`src/rtl/mac_seq_pkg.sv`:
```
// Shared types and timing constants for the sequenced MAC controller.
package mac_seq_pkg;

  typedef enum logic [2:0] {
    StIdle,
    StClear,
    StAccum,
    StDrain,
    StDone
  } state_e;

  // Read latency of the shared coefficient/sample memory.
  localparam int unsigned MEM_LAT   = 1;
  // Cycles between the last issued address and a settled MAC output.
  localparam int unsigned DRAIN_CYC = 2;

endpackage

```
`src/rtl/mac_seq_sat.sv`:
```
// Signed saturation of a WIDTH-bit accumulator value to OUT_WIDTH bits.
module mac_seq_sat #(
  parameter int unsigned WIDTH     = 24,
  parameter int unsigned OUT_WIDTH = 16
) (
  input  logic [WIDTH-1:0]     value_i,
  output logic [OUT_WIDTH-1:0] result_o
);

  // Value fits when every bit from the output sign bit upward agrees.
  logic [WIDTH-OUT_WIDTH:0] upper;
  assign upper = value_i[WIDTH-1:OUT_WIDTH-1];

  always_comb begin
    result_o = value_i[OUT_WIDTH-1:0];
    if (!((&upper) || (~|upper))) begin
      result_o = value_i[WIDTH-1] ? {1'b1, {(OUT_WIDTH-1){1'b0}}}
                                  : {1'b0, {(OUT_WIDTH-1){1'b1}}};
    end
  end

endmodule

```
`src/rtl/mac_seq.sv`:
```
// Sequencer for an external MAC: clears it, streams N tap addresses, drains and
// captures the result. Define MAC_SEQ_SATURATE_EN for signed saturation of the result.
module mac_seq
  import mac_seq_pkg::*;
#(
  parameter int unsigned WIDTH      = 24,
  parameter int unsigned OUT_WIDTH  = 16,
  parameter int unsigned ADDR_WIDTH = 6
) (
  input  logic                  Clk_CI,
  input  logic                  Rst_RBI,
  input  logic                  Start_SI,
  input  logic [ADDR_WIDTH:0]   NumTaps_DI,
  output logic [ADDR_WIDTH-1:0] Addr_DO,
  output logic                  MacClr_SO,
  output logic                  MacEn_SO,
  input  logic [WIDTH-1:0]      MacOut_DI,
  output logic [OUT_WIDTH-1:0]  Result_DO,
  output logic                  Valid_SO,
  input  logic                  Ready_SI,
  output logic                  Busy_SO
);

  localparam logic [1:0] DrainLast = 2'(DRAIN_CYC - 1);

  state_e                state_q;
  logic [ADDR_WIDTH:0]   n_q;
  logic [ADDR_WIDTH-1:0] addr_q;
  logic [1:0]            drain_q;
  logic                  clr_q;
  logic                  en_q;
  logic                  busy_q;
  logic                  valid_q;
  logic [OUT_WIDTH-1:0]  result_q;

  logic [OUT_WIDTH-1:0]  res_conv;
  logic [ADDR_WIDTH:0]   n_clamped;
  logic                  last_addr;

`ifdef MAC_SEQ_SATURATE_EN
  mac_seq_sat #(
    .WIDTH    (WIDTH),
    .OUT_WIDTH(OUT_WIDTH)
  ) u_sat (
    .value_i (MacOut_DI),
    .result_o(res_conv)
  );
`else
  assign res_conv = MacOut_DI[OUT_WIDTH-1:0];
  if (OUT_WIDTH < WIDTH) begin : g_wrap_unused
    logic unused_mac_hi;
    assign unused_mac_hi = ^MacOut_DI[WIDTH-1:OUT_WIDTH];
  end
`endif

  // Any count with the top bit set is at least 2^ADDR_WIDTH.
  assign n_clamped = NumTaps_DI[ADDR_WIDTH] ? {1'b1, {ADDR_WIDTH{1'b0}}} : NumTaps_DI;
  assign last_addr = (({1'b0, addr_q} + (ADDR_WIDTH+1)'(1)) == n_q);

  always_ff @(posedge Clk_CI or negedge Rst_RBI) begin
    if (!Rst_RBI) begin
      state_q  <= StIdle;
      n_q      <= '0;
      addr_q   <= '0;
      drain_q  <= '0;
      clr_q    <= 1'b0;
      en_q     <= 1'b0;
      busy_q   <= 1'b0;
      valid_q  <= 1'b0;
      result_q <= '0;
    end else begin
      case (state_q)
        StIdle: begin
          if (Start_SI) begin
            n_q     <= n_clamped;
            clr_q   <= 1'b1;
            en_q    <= 1'b1;
            busy_q  <= 1'b1;
            state_q <= StClear;
          end
        end
        StClear: begin
          clr_q <= 1'b0;
          en_q  <= 1'b0;
          if (n_q != '0) begin
            addr_q  <= '0;
            state_q <= StAccum;
          end else begin
            result_q <= '0;
            valid_q  <= 1'b1;
            state_q  <= StDone;
          end
        end
        StAccum: begin
          // Data for the address issued now reaches the MAC next cycle.
          en_q <= 1'b1;
          if (last_addr) begin
            addr_q  <= '0;
            drain_q <= '0;
            state_q <= StDrain;
          end else begin
            addr_q <= addr_q + 1'b1;
          end
        end
        StDrain: begin
          en_q <= 1'b0;
          if (drain_q == DrainLast) begin
            result_q <= res_conv;
            valid_q  <= 1'b1;
            state_q  <= StDone;
          end else begin
            drain_q <= drain_q + 1'b1;
          end
        end
        StDone: begin
          if (Ready_SI) begin
            valid_q <= 1'b0;
            busy_q  <= 1'b0;
            state_q <= StIdle;
          end
        end
        default: state_q <= StIdle;
      endcase
    end
  end

  assign Addr_DO   = addr_q;
  assign MacClr_SO = clr_q;
  assign MacEn_SO  = en_q;
  assign Result_DO = result_q;
  assign Valid_SO  = valid_q;
  assign Busy_SO   = busy_q;

endmodule

```
`config.mk`:
```
export PLATFORM = sky130hd
export DESIGN_NAME = mac_seq
export DESIGN_NICKNAME = d
export VERILOG_FILES = /design/src/rtl/mac_seq_pkg.sv /design/src/rtl/mac_seq_sat.sv /design/src/rtl/mac_seq.sv
export SDC_FILE = /design/constraint.sdc
export NUM_CORES = 1
export LEC_CHECK = 0
export ABC_CLOCK_PERIOD_IN_PS = 2500
export BUFFER_PORTS_ARGS = -buffer_cell sky130_fd_sc_hd__clkbuf_2
export CAP_MARGIN = 30
export CORE_MARGIN = 1
export CORE_UTILIZATION = 49
export CTS_CLUSTER_SIZE = 30
export DETAILED_ROUTE_END_ITERATION = 10
export PLACE_DENSITY = 0.82
export SLEW_MARGIN = 20
export SYNTH_ARGS = -nofsm -noshare
export SYNTH_HDL_FRONTEND = slang
export SYNTH_HIERARCHICAL = 1
export SYNTH_SLANG_ARGS = --single-unit
```
`constraint.sdc`:
```
create_clock -name Clk_CI -period 2.5 [get_ports Clk_CI]
set_input_delay 0.375 -clock Clk_CI [delete_from_list [all_inputs] [get_ports Clk_CI]]
set_output_delay 0.375 -clock Clk_CI [all_outputs]
set_load 0.005 [all_outputs]
```
==> impl_metrics.toml, run 1 <==
[clock_network]
cts_tree = "yes"
htreeDepth = 2
numClockSinks = 38
clock_path_buffers = 2
cts_hold_buf = 0
cts.clk_slew.worst_paths_ns = 0.11
cts_made_buffers = 5
cts_resized = 0
clkLatencyLatePin_ns = 0.34
post-cts-setup-buffer-count = 0
cts-root-buf = "clkbuf_4"

[power]
power_frac_comb = 0.382
p_int_uw = 1720
clockPowerShare = 0.204
seq_power_share = 0.414
switching_share = 0.346
vdd_ir_drop_max_mv = 0.814
p_switching_uw = 909
cellLeakagePower_uw = 0.00110
power.density_nw_per_um2 = 1200

[sta]
max_slew_margin = 0.626
setup_viol = 0
period_share = 0.855
setup_tns_ns = 0
fmax_ghz = 0.468
rsz0062_at_grt = "false"
fin_worst_skew_ns = 0.00786
timing.final.max_slew_violations = 0
worst_slew_pin_slew_ns = 0.561
hold_ws_ns = 0.235
finalHoldViolations = 0
period_needed_ns = 2.14

[place]
port_buffers = 52
post_dp_cell_area_um2 = 2050
gp_congestion = 0.801
hpwl_mm = 2.46

[worst_setup_path]
critPathLaunchType = "flip-flop"
path_cells = "ha_1 -> nand3_1 -> o21ai_1 -> nand4_1 -> nor3_1 -> a21oi_1 -> mux2_2"
cp_max_fo = 6
cp_top_family = "simple AND/OR/NAND/NOR gates"
crit_path_top_delay_cell = "dfrtp_1"
worstSetupPathType = "flip-flop to flip-flop"
critical-path-max-stage-delay_ns = 0.47
cp.buffers_inverters = 0
critical_path_arrival_ns = 2.38
endpoint_kind = "flip-flop"
cp.required_ns = 2.74

[synthesis]
syn_nets = 204
syn_avg_cell_area_um2 = 10.6
seq_area_frac_synth = 0.537
syn_inst = 167
yosysUniqueCellTypes = 40
synth_area_um2 = 1770
synth_warnings = 6
ys_seq_elements = 38

[cells_and_area]
drive_above_1_share = 0.306
antenna_cells = 0
area_growth_pct = 23.7
multi_input_area_um2 = 766
stdcell_area_um2 = 2190
nNetsFinal = 258
num-fill-cells = 278
final-seq-area_um2 = 951

[min_path]
min_path_type = "input pin to flip-flop"

[floorplanning]
core_um2 = 3390
row_count = 21
initial_utilization = 0.523
die_w_um = 62.1
die-area_um2 = 3860
io_pins = 61
die_y_um = 62.1

[detailed_routing]
wl_met2_mm = 1.73
postRouteWirelength_mm = 3.45
wl_met1_mm = 1.56
firstDrtPassIters = 5
ant_nets = 0
routed.top_layer = "met4"
wl_met3_um = 146
wl_per_cell_um = 12.9
drtIter0Drc = 35
viasPerCell = 5.26
vias = 1410
drc = 0

[global_route]
gr-usage-all-layers = 0.196
grt_first_pass_wirelength_mm = 5.97
grt_max_degree = 39
overflow = 0
antenna_found_initial = 0
grt_pass1_vias = 1323

[job]
max_cap_violations = 0

[run_status]
status = "complete, no violations"
[worst reg2reg max path, delay by kind of cell, from the launching register on]
kind	cells	cell delay [ns]
and+or+nand+nor	3	0.69
DFF	1	0.47
muxes	1	0.30
adders and majority gates	1	0.25
AOI/OAI and AO/OA	2	0.32
[Yosys cell counts]
library cell | number | area [µm²]
inv_1 | 4 | 15.0
o2bb2ai_1 | 1 | 8.76
xnor3_1 | 1 | 22.5
dfrtp_1 | 38 | 951
o21ai_1 | 1 | 5.00
nor4_1 | 1 | 6.26
nor3_1 | 4 | 20.0
nand4_1 | 2 | 12.5
or2b_1 | 1 | 7.51
buf_2 | 1 | 5.00
o21bai_1 | 1 | 7.51
a21boi_1 | 1 | 7.51
and3_1 | 1 | 6.26
a21o_1 | 1 | 7.51
nand3_1 | 4 | 20.0
xor2_1 | 1 | 8.76
o31a_4 | 1 | 17.5
a21oi_1 | 7 | 35.0
o21ai_0 | 13 | 65.1
or2_2 | 1 | 6.26
nand3b_1 | 1 | 7.51
a31oi_2 | 1 | 12.5
nor3b_1 | 2 | 15.0
nand2b_1 | 8 | 50.1
nor2b_1 | 1 | 6.26
buf_4 | 1 | 7.51
o31ai_1 | 1 | 7.51
ha_1 | 2 | 25.0
nor2_1 | 11 | 41.3
xnor2_1 | 5 | 43.8
nand2_1 | 19 | 71.3
a22o_1 | 17 | 149
clkbuf_1 | 3 | 11.3
mux2i_1 | 1 | 10.0
and3b_1 | 1 | 8.76
clkbuf_2 | 1 | 5.00
and2_2 | 1 | 7.51
or3_1 | 2 | 12.5
mux2_2 | 3 | 33.8
buf_6 | 1 | 11.3
[cell type report]
class                   instances  area share
flip-flops and latches         38       0.434
multi-input cells             118       0.350
repair buffers                 54       0.132
clock inverters                 2      0.0274
well taps                      46      0.0263
clock buffers                   6      0.0234
inverters                       4     0.00685
[power groups by stage]
stage	sequential, µW	clock (µW)	combinational [µW]
3_5_place_dp	1090	0	995
5_1_grt	1120	577	1130
6_report	1090	536	1000
2_1_floorplan	1050	0	729
3_3_place_gp	1080	0	974
4_1_cts	1080	544	1010
[cell families (layout without fill, tap and decap cells)]
group,count (synthesis),after routing,synth area share
buffers and inverters,11,66,0.0311
AND/OR/NAND/NOR,60,60,0.169
XOR/XNOR,7,7,0.0424
AO/OA/AOI/OAI,45,45,0.182
flip-flops,38,38,0.537
adder cells (fa/ha/maj),2,2,0.0141
multiplexers,4,4,0.0247
[final timing paths]
| kind | startpoint | endpoint | slack, ns | cells after the start |
|---|---|---|---|---|
| setup / recovery | Addr_DO[0]$_DFFE_PN0P_ | drain_q[0]$_DFFE_PN0P_ | 0.36 | 7 |
| max in group asynchronous | Rst_RBI | Result_DO[11]$_DFFE_PN0P_ | 1.61 | 3 |
| hold reg to reg | Result_DO[14]$_DFFE_PN0P_ | Result_DO[14]$_DFFE_PN0P_ | 0.51 | 1 |
| setup reg to reg | Addr_DO[0]$_DFFE_PN0P_ | drain_q[0]$_DFFE_PN0P_ | 0.36 | 7 |
| hold / removal | Ready_SI | state_q[2]$_DFFE_PN0P_ | 0.24 | 2 |
| min in group asynchronous | Rst_RBI | Addr_DO[4]$_DFFE_PN0P_ | 0.45 | 2 |
[stage by stage]
step	utilization	instances	power [µW]	setup slack (ns)
2_1_floorplan	-	167	1780	0.612
3_3_place_gp	0.605	258	2060	0.483
3_5_place_dp	0.605	258	2090	0.433
4_1_cts	0.638	266	2640	0.353
5_1_grt	0.646	268	2840	0.131
6_report	0.646	268	2630	0.362
[placed cells by master (no fill, tap or decap), drive strengths merged, types with 2 or more instances in the layout]
| cell type | count |
|---|---|
| a21oi | 7 |
| a22o | 17 |
| bufinv | 2 |
| clkbuf | 58 |
| dfrtp | 38 |
| ha | 2 |
| inv | 4 |
| mux2 | 3 |
| nand2 | 19 |
| nand2b | 8 |
| nand3 | 4 |
| nand4 | 2 |
| nor2 | 11 |
| nor3 | 4 |
| nor3b | 2 |
| o21ai | 14 |
| or3 | 2 |
| xnor2 | 5 |
[sequential cells by signal (all words and copies together), names as in the netlist]
register,flops
Result_DO,16
MacClr_SO,1
drain_q,2
Busy_SO,1
Addr_DO,6
Valid_SO,1
MacEn_SO,1
state_q,3
n_q,7
[per-layer routing]
layer  track usage  vias up
met5             0        -
met4        0.0465        0
met3        0.0551        3
met2         0.313       32
met1         0.264      675
li1              -      700
(Power assumes the default switching activity.)
==> run 2, diff against run 1 <==
--- a/config.mk
+++ b/config.mk
@@ -9,10 +9,11 @@
 export BUFFER_PORTS_ARGS = -buffer_cell sky130_fd_sc_hd__clkbuf_2
 export CAP_MARGIN = 30
 export CORE_MARGIN = 1
-export CORE_UTILIZATION = 49
+export CORE_UTILIZATION = 40
+export CTS_BUF_LIST = sky130_fd_sc_hd__clkbuf_16
 export CTS_CLUSTER_SIZE = 30
 export DETAILED_ROUTE_END_ITERATION = 10
-export PLACE_DENSITY = 0.82
+export PLACE_DENSITY = 0.7
 export SLEW_MARGIN = 20
 export SYNTH_ARGS = -nofsm -noshare
 export SYNTH_HDL_FRONTEND = slang
==> constraint.sdc (replaced) <==
create_clock -name Clk_CI -period 2.5 [get_ports Clk_CI]
set_input_delay 0.25 -clock Clk_CI [delete_from_list [all_inputs] [get_ports Clk_CI]]
set_output_delay 0.25 -clock Clk_CI [all_outputs]
set_load 0.005 [all_outputs]
==> run 2 against run 1 <==
Sequential share of layout area down 1.0 points. Final cell count increased by 1.1%. First-iteration DRC count increased by 140%. Hold slack got worse by 0.044 ns. Cell area increased by 2.4%. Via count decreased by 1.3%. Global-route usage shrank 2.7 points. Total power increased by 6.0%. Clock-buffer cell count down 1. Setup slack improved by 0.013 ns. Non-clock buffer count unchanged. Critical endpoint unchanged. Largest cell class unchanged. Highest routed layer unchanged.
==> impl_metrics.toml, run 2 (synthesis gave the netlist of run 1 again) <==
[floorplanning]
row_count = 23
die_w_um = 68.6
initial_utilization = 0.431
core_um2 = 4120
io_pins = 61
die-area_um2 = 4700
die_y_um = 68.6

[detailed_routing]
drc = 0
viasPerCell = 5.14
routed.top_layer = "met4"
drtIter0Drc = 84
wl_per_cell_um = 13.8
postRouteWirelength_mm = 3.74
wl_met1_mm = 1.74
firstDrtPassIters = 4
wl_met2_mm = 1.83
vias = 1392
wl_met3_um = 124
ant_nets = 0

[worst_setup_path]
cp.required_ns = 2.66
endpoint_kind = "flip-flop"
critical-path-max-stage-delay_ns = 0.45
critPathLaunchType = "flip-flop"
worstSetupPathType = "flip-flop to flip-flop"
path_cells = "ha_1 -> nand3_1 -> o21ai_1 -> nand4_1 -> nor3_1 -> a21oi_1 -> mux2_2"
cp_max_fo = 6
crit_path_top_delay_cell = "dfrtp_1"
critical_path_arrival_ns = 2.29

[power]
power.density_nw_per_um2 = 1240
cellLeakagePower_uw = 0.00112
vdd_ir_drop_max_mv = 0.598

[clock_network]
clock_path_buffers = 2
cts-root-buf = "clkbuf_16"
cts.clk_slew.worst_paths_ns = 0.06
cts_tree = "yes"
cts_made_buffers = 5
clkLatencyLatePin_ns = 0.28
numClockSinks = 38
htreeDepth = 2

[global_route]
grt_first_pass_wirelength_mm = 5.71
grt_max_degree = 39
gr-usage-all-layers = 0.169
overflow = 0
antenna_found_initial = 0
grt_pass1_vias = 1240

[cells_and_area]
antenna_cells = 0
stdcell_area_um2 = 2240
layout_commonest_cell = "clkbuf_2"
final_cell_mix = "clkbuf_2, dfrtp_1, nand2_1"
drive_above_1_share = 0.299
largest_reg_flops = 16
nNetsFinal = 258
area_growth_pct = 26.6
post-route-util = 0.545

[sta]
timing.final.max_slew_violations = 0
fmax_ghz = 0.471
fin_worst_skew_ns = 0.00226
period_needed_ns = 2.13
period_share = 0.850
hold_ws_ns = 0.191
setup_tns_ns = 0
max_slew_margin = 0.575
setup_slack_ns = 0.375
setup_viol = 0
worst_slew_pin_slew_ns = 0.637
finalHoldViolations = 0
rsz0062_at_grt = "false"

[place]
post_dp_cell_area_um2 = 2050
hpwl_mm = 2.63
gp_congestion = 0.792
port_buffers = 52
place_ws_ns = 0.410

[min_path]
min_path_type = "input pin to flip-flop"

[run_status]
status = "complete, no violations"

[job]
max_cap_violations = 0
## run 2: path summary, 6_finish.rpt
check | startpoint | slack, ns | cells past startpoint | to
setup / recovery | Addr_DO[0]$_DFFE_PN0P_ | 0.37 | 7 | drain_q[0]$_DFFE_PN0P_
hold / removal | MacOut_DI[12] | 0.19 | 2 | Result_DO[12]$_DFFE_PN0P_
setup reg to reg | Addr_DO[0]$_DFFE_PN0P_ | 0.37 | 7 | drain_q[0]$_DFFE_PN0P_
hold reg to reg | Result_DO[10]$_DFFE_PN0P_ | 0.50 | 1 | Result_DO[10]$_DFFE_PN0P_
max in group asynchronous | Rst_RBI | 1.66 | 3 | Result_DO[3]$_DFFE_PN0P_
min in group asynchronous | Rst_RBI | 0.40 | 2 | Addr_DO[3]$_DFFE_PN0P_
## run 2: stage by stage
step | cells | power, µW
after floorplan | 167 | 1780
after global placement | 262 | 2060
after detailed placement | 262 | 2090
after CTS | 269 | 2800
after global routing | 271 | 2990
final | 271 | 2790
## run 2: per-layer routing
metal,global-route usage,vias up
met4,0.0625,0
li1,-,699
met5,0,-
met2,0.261,28
met3,0.0493,6
met1,0.223,659
## run 2: cell type report
| class | instances | area (µm²) |
|---|---|---|
| Fill cell | 395 | 1870 |
| Sequential cell | 38 | 951 |
| Multi-Input combinational cell | 118 | 766 |
| Timing Repair Buffer | 54 | 290 |
| Clock buffer | 5 | 125 |
| Tap cell | 50 | 62.6 |
| Clock inverter | 2 | 33.8 |
| Inverter | 4 | 15.0 |
## run 2: critical path: cells and delay by family, from the launching register on
| kind | cells | cell delay, ns |
|---|---|---|
| DFF | 1 | 0.45 |
| AOI/OAI and AO/OA | 2 | 0.30 |
| and+or+nand+nor | 3 | 0.69 |
| muxes | 1 | 0.30 |
| adders and majority gates | 1 | 0.27 |
## run 2: where the power goes
group	internal (µW)	switching, µW
sequential	868	220
clock	461	232
combinational	515	490
## run 2: timing repair
item	4_1_cts	5_1_grt
hold endpoints to repair	0	9
setup endpoints to repair	0	0
hold buffers	0	1
buffers inserted	0	0
resized for setup	0	0
